===== src/rtl/esfa_uart_pkg.sv =====
// Shared types and constants for the result UART transmitter.
// The frame is 8N1: one start bit, eight data bits sent LSB first, one stop bit.
package esfa_uart_pkg;

    typedef enum logic [1:0] {
        IDLE  = 2'd0,
        START = 2'd1,
        DATA  = 2'd2,
        STOP  = 2'd3
    } uart_state_t;

    localparam int DEFAULT_CLKS_PER_BIT = 868;
    localparam int FRAME_BITS           = 10;
    localparam int DATA_BITS            = 8;

    // Counter width for a divider that counts 0..clks-1 (never narrower than 1 bit).
    function automatic int baud_cnt_width(input int clks);
        return (clks > 1) ? $clog2(clks) : 1;
    endfunction

endpackage


===== src/rtl/uart_baud_tick.sv =====
// Bit-period divider: counts 0..CLKS_PER_BIT-1 while enabled and restarts on load.
// tick marks the last cycle of a bit period; pre_tick marks the cycle before it.
module uart_baud_tick
    import esfa_uart_pkg::*;
#(
    parameter int CLKS_PER_BIT = DEFAULT_CLKS_PER_BIT
) (
    input  logic clk,
    input  logic rst,
    input  logic load,
    input  logic en,
    output logic tick,
    output logic pre_tick
);

    localparam int CNT_W = baud_cnt_width(CLKS_PER_BIT);
    localparam logic [CNT_W-1:0] CNT_LAST     = CNT_W'(CLKS_PER_BIT - 1);
    localparam logic [CNT_W-1:0] CNT_PRE_LAST = CNT_W'(CLKS_PER_BIT - 2);
    localparam logic [CNT_W-1:0] CNT_ONE      = CNT_W'(1);

    logic [CNT_W-1:0] count;

    // Wrap exactly at the period boundary so consecutive bits never drift.
    always_ff @(posedge clk) begin
        if (rst || load) begin
            count <= '0;
        end else if (en) begin
            if (count == CNT_LAST) begin
                count <= '0;
            end else begin
                count <= count + CNT_ONE;
            end
        end
    end

    assign tick     = en && (count == CNT_LAST);
    assign pre_tick = en && (count == CNT_PRE_LAST);

endmodule


===== src/rtl/result_uart_tx.sv =====
// Serialises 8-bit trial results as UART 8N1 frames, with a one-entry pending slot
// so a new result can be queued while the current frame is still shifting out.
//
// state | meaning
// IDLE  | line at idle level, waiting for the pending slot to fill
// START | driving the start bit (inverse of idle level)
// DATA  | driving shift_reg[bit_idx], LSB first
// STOP  | driving the stop bit; last cycle pulses tx_done
module result_uart_tx
    import esfa_uart_pkg::*;
#(
    parameter int CLKS_PER_BIT   = DEFAULT_CLKS_PER_BIT,
    parameter bit SEND_ON_CHANGE = 1'b0,
    parameter bit IDLE_LEVEL     = 1'b1
) (
    input  logic       clk,
    input  logic       rst,
    input  logic [7:0] result_in,
    input  logic       result_valid,
    output logic       ready,
    output logic       tx,
    output logic       busy,
    output logic       tx_done,
    output logic [7:0] frame_count
);

    uart_state_t state;

    logic       pending_full;
    logic [7:0] pending_data;
    logic [7:0] last_accepted;
    logic       primed;
    logic [7:0] shift_reg;
    logic [2:0] bit_idx;
    logic [2:0] bit_idx_nxt;

    logic trigger;
    logic accept;
    logic baud_load;
    logic baud_tick;
    logic baud_pre_tick;

    // Send-on-change also fires once after reset so the current value is reported.
    assign trigger     = SEND_ON_CHANGE ? (!primed || (result_in != last_accepted))
                                        : result_valid;
    assign ready       = !pending_full;
    assign accept      = trigger && !pending_full;
    assign baud_load   = (state == IDLE) && pending_full;
    assign bit_idx_nxt = bit_idx + 3'd1;

    uart_baud_tick #(
        .CLKS_PER_BIT (CLKS_PER_BIT)
    ) u_baud_tick (
        .clk      (clk),
        .rst      (rst),
        .load     (baud_load),
        .en       (busy),
        .tick     (baud_tick),
        .pre_tick (baud_pre_tick)
    );

    always_ff @(posedge clk) begin
        if (rst) begin
            state         <= IDLE;
            pending_full  <= 1'b0;
            pending_data  <= '0;
            last_accepted <= '0;
            primed        <= 1'b0;
            shift_reg     <= '0;
            bit_idx       <= '0;
            tx            <= IDLE_LEVEL;
            busy          <= 1'b0;
            tx_done       <= 1'b0;
            frame_count   <= '0;
        end else begin
            tx_done <= 1'b0;

            // Accept needs an empty slot, so it can never coincide with the slot being drained.
            if (accept) begin
                pending_data  <= result_in;
                pending_full  <= 1'b1;
                last_accepted <= result_in;
                primed        <= 1'b1;
            end

            case (state)
                IDLE: begin
                    if (pending_full) begin
                        shift_reg    <= pending_data;
                        pending_full <= 1'b0;
                        state        <= START;
                        tx           <= ~IDLE_LEVEL;
                        busy         <= 1'b1;
                    end
                end

                START: begin
                    if (baud_tick) begin
                        state   <= DATA;
                        bit_idx <= '0;
                        tx      <= shift_reg[0];
                    end
                end

                DATA: begin
                    if (baud_tick) begin
                        if (bit_idx == 3'd7) begin
                            state <= STOP;
                            tx    <= IDLE_LEVEL;
                        end else begin
                            bit_idx <= bit_idx_nxt;
                            tx      <= shift_reg[bit_idx_nxt];
                        end
                    end
                end

                STOP: begin
                    // pre_tick lines tx_done up with the final stop-bit cycle.
                    if (baud_pre_tick) begin
                        tx_done <= 1'b1;
                    end
                    if (baud_tick) begin
                        frame_count <= frame_count + 8'd1;
                        if (pending_full) begin
                            shift_reg    <= pending_data;
                            pending_full <= 1'b0;
                            state        <= START;
                            tx           <= ~IDLE_LEVEL;
                        end else begin
                            state <= IDLE;
                            busy  <= 1'b0;
                        end
                    end
                end

                default: begin
                    state <= IDLE;
                    tx    <= IDLE_LEVEL;
                    busy  <= 1'b0;
                end
            endcase
        end
    end

endmodule

===== config.mk =====
export PLATFORM = sky130hd
export DESIGN_NAME = result_uart_tx
export DESIGN_NICKNAME = d
export VERILOG_FILES = /design/src/rtl/esfa_uart_pkg.sv /design/src/rtl/uart_baud_tick.sv /design/src/rtl/result_uart_tx.sv
export SDC_FILE = /design/constraint.sdc
export NUM_CORES = 1
export LEC_CHECK = 0
export BUFFER_PORTS_ARGS = -buffer_cell sky130_fd_sc_hd__buf_2
export CAP_MARGIN = 20
export CORE_ASPECT_RATIO = 1.2
export CORE_MARGIN = 5
export CORE_UTILIZATION = 40
export CTS_BUF_LIST = sky130_fd_sc_hd__clkbuf_4
export CTS_CLUSTER_DIAMETER = 80
export DETAILED_ROUTE_END_ITERATION = 16
export GPL_ROUTABILITY_DRIVEN = 0
export PLACE_DENSITY_LB_ADDON = 0.2
export SYNTH_ARGS = -nofsm -noshare
export SYNTH_HDL_FRONTEND = slang
export SYNTH_HIERARCHICAL = 1
export SYNTH_SLANG_ARGS = --single-unit

===== constraint.sdc =====
create_clock -name clk -period 2.7 [get_ports clk]
set_input_delay 0.27 -clock clk [delete_from_list [all_inputs] [get_ports clk]]
set_output_delay 0.27 -clock clk [all_outputs]
set_load 0.01 [all_outputs]

==> results.yml, run 1 <==
synthesis:
  yosysWarnings: 6
  muxShareOfSynthArea: 0.117
  synth_compound_area_frac: 0.140
  synth_top_area_share: 0.425
  synthCells: 210
  synth_xor_area_frac: 0.0476
  synth_fa_ha_area_frac: 0.0556
  synth_cell_type_count: 47
  synth_top_family_by_area: "simple AND/OR/NAND/NOR gates"
  synth_seq_cells: 43
  synth_area_um2: 2020
  synth_nets: 230
  syn_area_per_cell_um2: 9.64
  synthSimpleGateAreaFrac: 0.177
  yosys.area.top_type: "dfxtp_1"
  synth.area.top_cells: "dfxtp_1 (43%), mux2i_1 (8.9%), nor2_1 (7.0%)"
  ys_seq_area_frac: 0.425
worst_setup_path:
  path_depth: 7
  required_ns: 2.93
  cpMostUsedCell: "nor2_1"
  slowest_delay_ns: 0.40
  path_class: "reg2reg"
  r2r_end: "shift_reg[5]"
  r2r_cells: 7
  slowest_stage: "and2_1"
  startpoint_type: "flop"
  reg2reg_slack_ns: 0.59
  cp-startpoint: "u_baud_tick/count[3]"
  cp_top_family: "simple AND/OR/NAND/NOR gates"
  crit_chain: "nand4bb_1, or3_1, nor2_1, and2_1, o21ai_4, mux2i_1, nor2_1"
  cp_max_fo: 9
  end_kind: "flop"
  endpoint: "shift_reg[5]"
  crit_arrival_ns: 2.33
  worst-path-buf-inv: 0
  r2r-start: "u_baud_tick/count[3]"
finish:
  fin_area_um2: 2280
  final_core_util: 0.462
  drive_gt1_frac: 0.176
  nets: 252
  syn_to_final_growth_pct: 12.7
  regMostFlops: "u_baud_tick/count"
  largest_reg_flops: 10
  antenna_cells: 0
clocking:
  clockBufferDepth: 2
  root_buffer: "clkbuf_4"
  clock_latency_ns: 0.35
  htree_levels: 2
  cts_resized: 0
  holdBufCountCts: 0
  clock_sinks: 43
  tritoncts: "built"
  path_clk_slew_ns: 0.14
  cts_made_buffers: 5
  post_cts_buffers: 0
timing:
  tightest_slew_ns: 0.646
  finalClockSkew_ns: 0.0184
  final-hold-violation-count: 0
  slew_headroom: 0.568
  period_minus_slack_ns: 2.11
  setup_viol: 0
  fin_tns_setup_ns: 0
  rsz0062_at_grt: "false"
  max_freq_mhz: 474
  slew_viol_final: 0
  fin_crit_sh: 0.781
routing:
  wl_per_cell_um: 12.4
  drtAntennaViolNets: 0
  first_iter_violations: 79
  num_vias: 1518
  vias_per_cell: 5.18
  drc: 0
  dr.pass1.iters: 4
  wl_um: 3620
placed_design:
  numPortBuffers: 22
  dp_hpwl_um: 2610
  place_area_um2: 2180
pwr:
  combPwrFrac: 0.263
  p_sw_uw: 529
  power.switching_fraction: 0.304
  sequentialPowerShare: 0.446
  power_frac_clock: 0.291
  max-vdd-ir-drop_v: 0.000368
  intPower_uw: 1210
  p_leak_uw: 0.000953
  p_per_area_nw_per_um2: 764
floorplanning:
  die-area_um2: 6590
  dieHeight_um: 87.9
  rows: 28
  die_x_um: 74.9
  core_area_um2: 4940
  io_pins: 23
  initial_core_util: 0.410
hold_path:
  hp-class: "in2reg"
  hold_start: "result_in[3]"
grt:
  grt_max_degree: 36
  grt_usage: 0.122
  grt_remaining_overflow: 0
  grt_antenna_before_repair: 0
  grt_pass1_wl_um: 6330
  grt_pass1_vias: 1438
job:
  maxCapViolCount: 0
outcome:
  status: "complete, no violations"
synth_stat cells, drive strengths merged:
master	n
mux4	1
a22o	2
clkbuf	4
ha	9
a21o	1
nor2b	4
nand4	7
and2	2
a21boi	1
dfxtp	43
buf	5
o21ai	5
nor3	1
o32ai	1
a22oi	4
and3b	1
or4	3
o211ai	1
xor2	8
mux2i	18
a211oi	4
a311oi	1
o41ai	1
a221o	1
o32a	1
nand2	8
and3	2
or2	1
xnor2	3
a31oi	1
a21oi	7
nand3	2
o31ai	5
nand4bb	1
nor2	38
or3	3
inv	7
mux2	3
cell families after synthesis:
kind of cell / Yosys count
AOI/OAI and AO/OA: 36
xor gates and xnor gates: 11
adders and majority gates: 9
buffers and inverters: 16
DFF: 43
muxes: 22
and+or+nand+nor: 73
power groups by stage:
stage	combinational (uW)	sequential [uW]	clock, uW
final	458	777	507
after floorplan	400	758	0
after CTS	465	778	523
after global placement	457	793	0
after global routing	519	788	543
after detailed placement	459	792	0
cell type report:
cell class              count  area [um2]
fillers                   471        2660
multi-input cells         151        1090
flip-flops and latches     43         861
repair buffers             24         125
well taps                  60        75.1
clock inverters             2        60.1
clock buffers               6        45.0
inverters                   7        26.3
worst min path at each step:
stage	endpoint	cells past startpoint
after floorplan	pending_data[0]	2
after global placement	shift_reg[4]	2
after detailed placement	u_baud_tick/count[9]	2
after CTS	pending_data[0]	3
after global routing	pending_data[4]	3
final	pending_data[3]	3
per-stage QoR:
step                worst slack, ns  total power, uW  instances  hold slack, ns
floorplan                     0.746             1160        210           0.417
global placement              0.639             1250        285           0.471
finish                        0.591             1740        293           0.153
detailed placement            0.613             1250        285           0.487
CTS                           0.577             1770        293           0.134
global route                  0.359             1850        293           0.143
per-layer routing:
layer	GRT usage	share of wire	vias up
met5	0	0	-
met4	0.0388	0.013	0
met3	0.0390	0.048	6
met2	0.199	0.45	19
met1	0.151	0.49	703
li1	-	-	790
layout by cell type, fill, tap and decap left out, types with 2 or more instances in the layout:
cell,count
bufinv_16,2
dfxtp_1,43
ha_1,9
clkbuf_4,6
a21oi_1,6
xnor2_1,3
o21ai_0,2
buf_2,22
or3_1,3
and2_1,2
o21ai_1,2
inv_1,6
xor2_1,8
a211oi_1,4
nand3_1,2
mux2_2,2
nor2b_1,4
mux2i_1,18
nor2_1,38
a22oi_1,4
and3_1,2
nand2_1,8
nand4_1,6
a22o_1,2
buf_4,2
or4_1,2
o31ai_1,5
tightest hold or removal path: cells and delay by family:
kind                   cells  cell delay (ns)
and+or+nand+nor            1             0.07
buffers and inverters      1             0.07
muxes                      1             0.05
Power figures use the tool's default switching activity.
==> inputs of run 2 (changes only) <==
--- a/config.mk
+++ b/config.mk
@@ -5,6 +5,7 @@
 export SDC_FILE = /design/constraint.sdc
 export NUM_CORES = 1
 export LEC_CHECK = 0
+export ABC_AREA = 1
 export BUFFER_PORTS_ARGS = -buffer_cell sky130_fd_sc_hd__buf_2
 export CAP_MARGIN = 20
 export CORE_ASPECT_RATIO = 1.2
==> constraint.sdc (replaced) <==
create_clock -name clk -period 2.2 [get_ports clk]
set_input_delay 0.22 -clock clk [delete_from_list [all_inputs] [get_ports clk]]
set_output_delay 0.22 -clock clk [all_outputs]
set_load 0.01 [all_outputs]
==> run 2 against run 1 <==
Effect of this change:
- hold slack lost 0.046 ns
- via count grew 19%
- flip-flop and latch count did not move
- setup slack got worse by 0.12 ns
- global-route usage is 0.50 points higher
- register-to-register slack worse by 0.12 ns
- critical path depth rose by 6
- critical endpoint is now frame_count[7]
- synthesized cell count up 40%
- first-iteration DRC count down 23%
- synthesized area grew 3.5%
- clock-buffer cell count shrank 1
- fmax is 22% higher
- largest cell class unchanged
==> results.yml, run 2 <==
synthesis:
  synthSimpleGateAreaFrac: 0.298
  synth_compound_area_frac: 0.132
  synth_top_area_share: 0.411
  synthFlopType: "dfxtp_1"
  synth_cell_type_count: 29
  syn_area_per_cell_um2: 7.10
  synth_fa_ha_area_frac: 0.0537
  synth_edf_count: 0
  synth_area_um2: 2100
  muxShareOfSynthArea: 0
  ys_seq_area_frac: 0.411
  yosys.area.top_type: "dfxtp_1"
  synth.most_common_cell: "nand2_1"
  synth_common_cells: "nand2_1 (59), inv_1 (45), dfxtp_1 (43)"
  synth.area.top_cells: "dfxtp_1 (41%), nand2_1 (11%), inv_1 (8.1%)"
  synth_seq_cells: 43
  synth_top_family_by_area: "simple AND/OR/NAND/NOR gates"
  synthCells: 295
  postSynth.asyncResetShare: 0
  synth_nets: 315
  synth_xor_area_frac: 0.00836
  yosysWarnings: 6
pwr:
  p_per_area_nw_per_um2: 875
  intPower_uw: 1250
  power_frac_clock: 0.206
  p_leak_uw: 0.00102
  combPwrFrac: 0.310
  sequentialPowerShare: 0.484
  power.switching_fraction: 0.382
  p_sw_uw: 774
  max-vdd-ir-drop_v: 0.000369
worst_setup_path:
  r2r-start: "u_baud_tick/count[1]"
  cp_max_fo: 5
  reg2reg_slack_ns: 0.47
  end_kind: "flop"
  path_class: "reg2reg"
  required_ns: 2.50
  r2r_end: "frame_count[7]"
  crit_arrival_ns: 2.03
  r2r_cells: 13
  startpoint_type: "flop"
clocking:
  holdBufCountCts: 0
  root_buffer: "clkbuf_4"
  htree_levels: 2
  cts_made_buffers: 5
  path_clk_slew_ns: 0.14
  post_cts_buffers: 0
  clock_sinks: 43
  tritoncts: "built"
  clock_latency_ns: 0.36
  cts_resized: 0
  clockBufferDepth: 2
grt:
  grt_pass1_vias: 1655
  grt_usage: 0.127
  grt_pass1_wl_um: 7170
  grt_max_degree: 26
  grt_remaining_overflow: 0
  grt_antenna_before_repair: 0
routing:
  wl_per_cell_um: 10.6
  wl_um: 4050
  drtAntennaViolNets: 0
  num_vias: 1804
  dr.pass1.iters: 4
  drc: 0
  vias_per_cell: 4.73
  first_iter_violations: 61
floorplanning:
  dieHeight_um: 89.3
  io_pins: 23
  initial_core_util: 0.418
  rows: 28
  core_area_um2: 5010
  die_x_um: 76.1
  die-area_um2: 6790
finish:
  regMostFlops: "u_baud_tick/count"
  largest_reg_flops: 10
  fillers: 543
  antenna_cells: 0
  syn_to_final_growth_pct: 10.6
  mostFrequentLayoutCell: "nand2_1"
  nets: 340
  fin_cells: 381
  multi_input_area_um2: 1030
  mostFrequentLayoutCells: "nand2_1 (59), inv_1 (45), dfxtp_1 (43), nor2_1 (39), o21ai_0 (26)"
  ff_latch_area_um2: 861
  drive_gt1_frac: 0.150
timing:
  fin_crit_sh: 0.787
  finalClockSkew_ns: 0.00898
  final-hold-violation-count: 0
  rsz0062_at_grt: "false"
  fin_tns_setup_ns: 0
  max_freq_mhz: 577
  tightest_slew_ns: 0.597
  period_minus_slack_ns: 1.73
  slew_viol_final: 0
  setup_viol: 0
  slew_headroom: 0.601
hold_path:
  holdPathEnd: "pending_data[5]"
  min_path_cells: 3
  hp-class: "in2reg"
  hold_start: "result_in[5]"
placed_design:
  placedCellCount: 373
  numPortBuffers: 22
  dp_hpwl_um: 3050
outcome:
  status: "complete, no violations"
job:
  maxCapViolCount: 0
==> run 2: cell types whose count changed after synthesis, moves of 5 or more <==
cell / previous run / this run
a21oi_1: 6 / 19
inv_1: 6 / 45
mux2i_1: 18 / 0
nand2_1: 8 / 59
nand2_2: 0 / 7
nand3_1: 2 / 16
o21ai_0: 2 / 26
o31ai_1: 5 / 0
xor2_1: 8 / 1
==> run 2: how the worst max path moves through the flow <==
stage	from	endpoint	slack [ns]	cells after the start
after floorplan	busy	frame_count[6]	0.64	11
after global placement	u_baud_tick/count[1]	frame_count[6]	0.49	12
after detailed placement	u_baud_tick/count[1]	frame_count[7]	0.48	13
after CTS	u_baud_tick/count[1]	frame_count[7]	0.45	13
after global routing	u_baud_tick/count[1]	frame_count[7]	0.19	13
final	u_baud_tick/count[1]	frame_count[7]	0.47	13
==> run 2: kinds of logic after synthesis <==
logic type / after synthesis
simple gates: 137
compound gates: 53
buf+inv: 51
flops: 43
fa+ha+maj: 9
xor+xnor: 2
==> run 2: power by group through the flow <==
stage | Sequential [uW] | Clock (uW) | Combinational [uW]
2_1_floorplan | 991 | 0 | 508
3_3_place_gp | 1000 | 0 | 630
3_5_place_dp | 1000 | 0 | 632
4_1_cts | 984 | 431 | 635
5_1_grt | 999 | 467 | 740
6_report | 982 | 417 | 628
==> run 2: worst max-delay path: stages (launching register included) <==
cell and delay [ns]:
dfxtp_1 0.41, ha_1 0.18, nand2_1 0.08, inv_1 0.09, nand3_1 0.12, inv_1 0.11, nand2_2 0.08, clkinv_2 0.11
nand2_2 0.08, nor2_4 0.10, nand4_1 0.10, nand2_1 0.08, nand2_1 0.04, nor2_1 0.10
==> run 2: per-stage QoR <==
step	hold slack, ns	setup slack [ns]	utilization	total power, uW	area (um2)
5_1_grt	0.101	0.186	0.463	2210	2320
3_3_place_gp	0.445	0.491	0.450	1630	2250
6_report	0.107	0.468	0.463	2030	2320
3_5_place_dp	0.450	0.480	0.450	1640	2250
2_1_floorplan	0.387	0.636	-	1500	2100
4_1_cts	0.0910	0.453	0.463	2050	2320
==> run 2: area by class of cell <==
cell class | count | area share
multi-input combinational | 201 | 0.445
timing repair buffer | 22 | 0.0475
clock inverter | 3 | 0.0108
inverter | 47 | 0.0767
sequential | 43 | 0.371
tap | 60 | 0.0324
clock buffer | 5 | 0.0162
==> run 2: layer usage <==
| metal | GRT usage | routed length (um) | vias up | part of all wire |
|---|---|---|---|---|
| li1 | - | - | 985 | - |
| met1 | 0.154 | 1940 | 794 | 0.48 |
| met4 | 0.0477 | 59 | 0 | 0.015 |
| met5 | 0 | 0 | - | 0 |
| met2 | 0.220 | 1950 | 19 | 0.48 |
| met3 | 0.0313 | 102 | 6 | 0.025 |
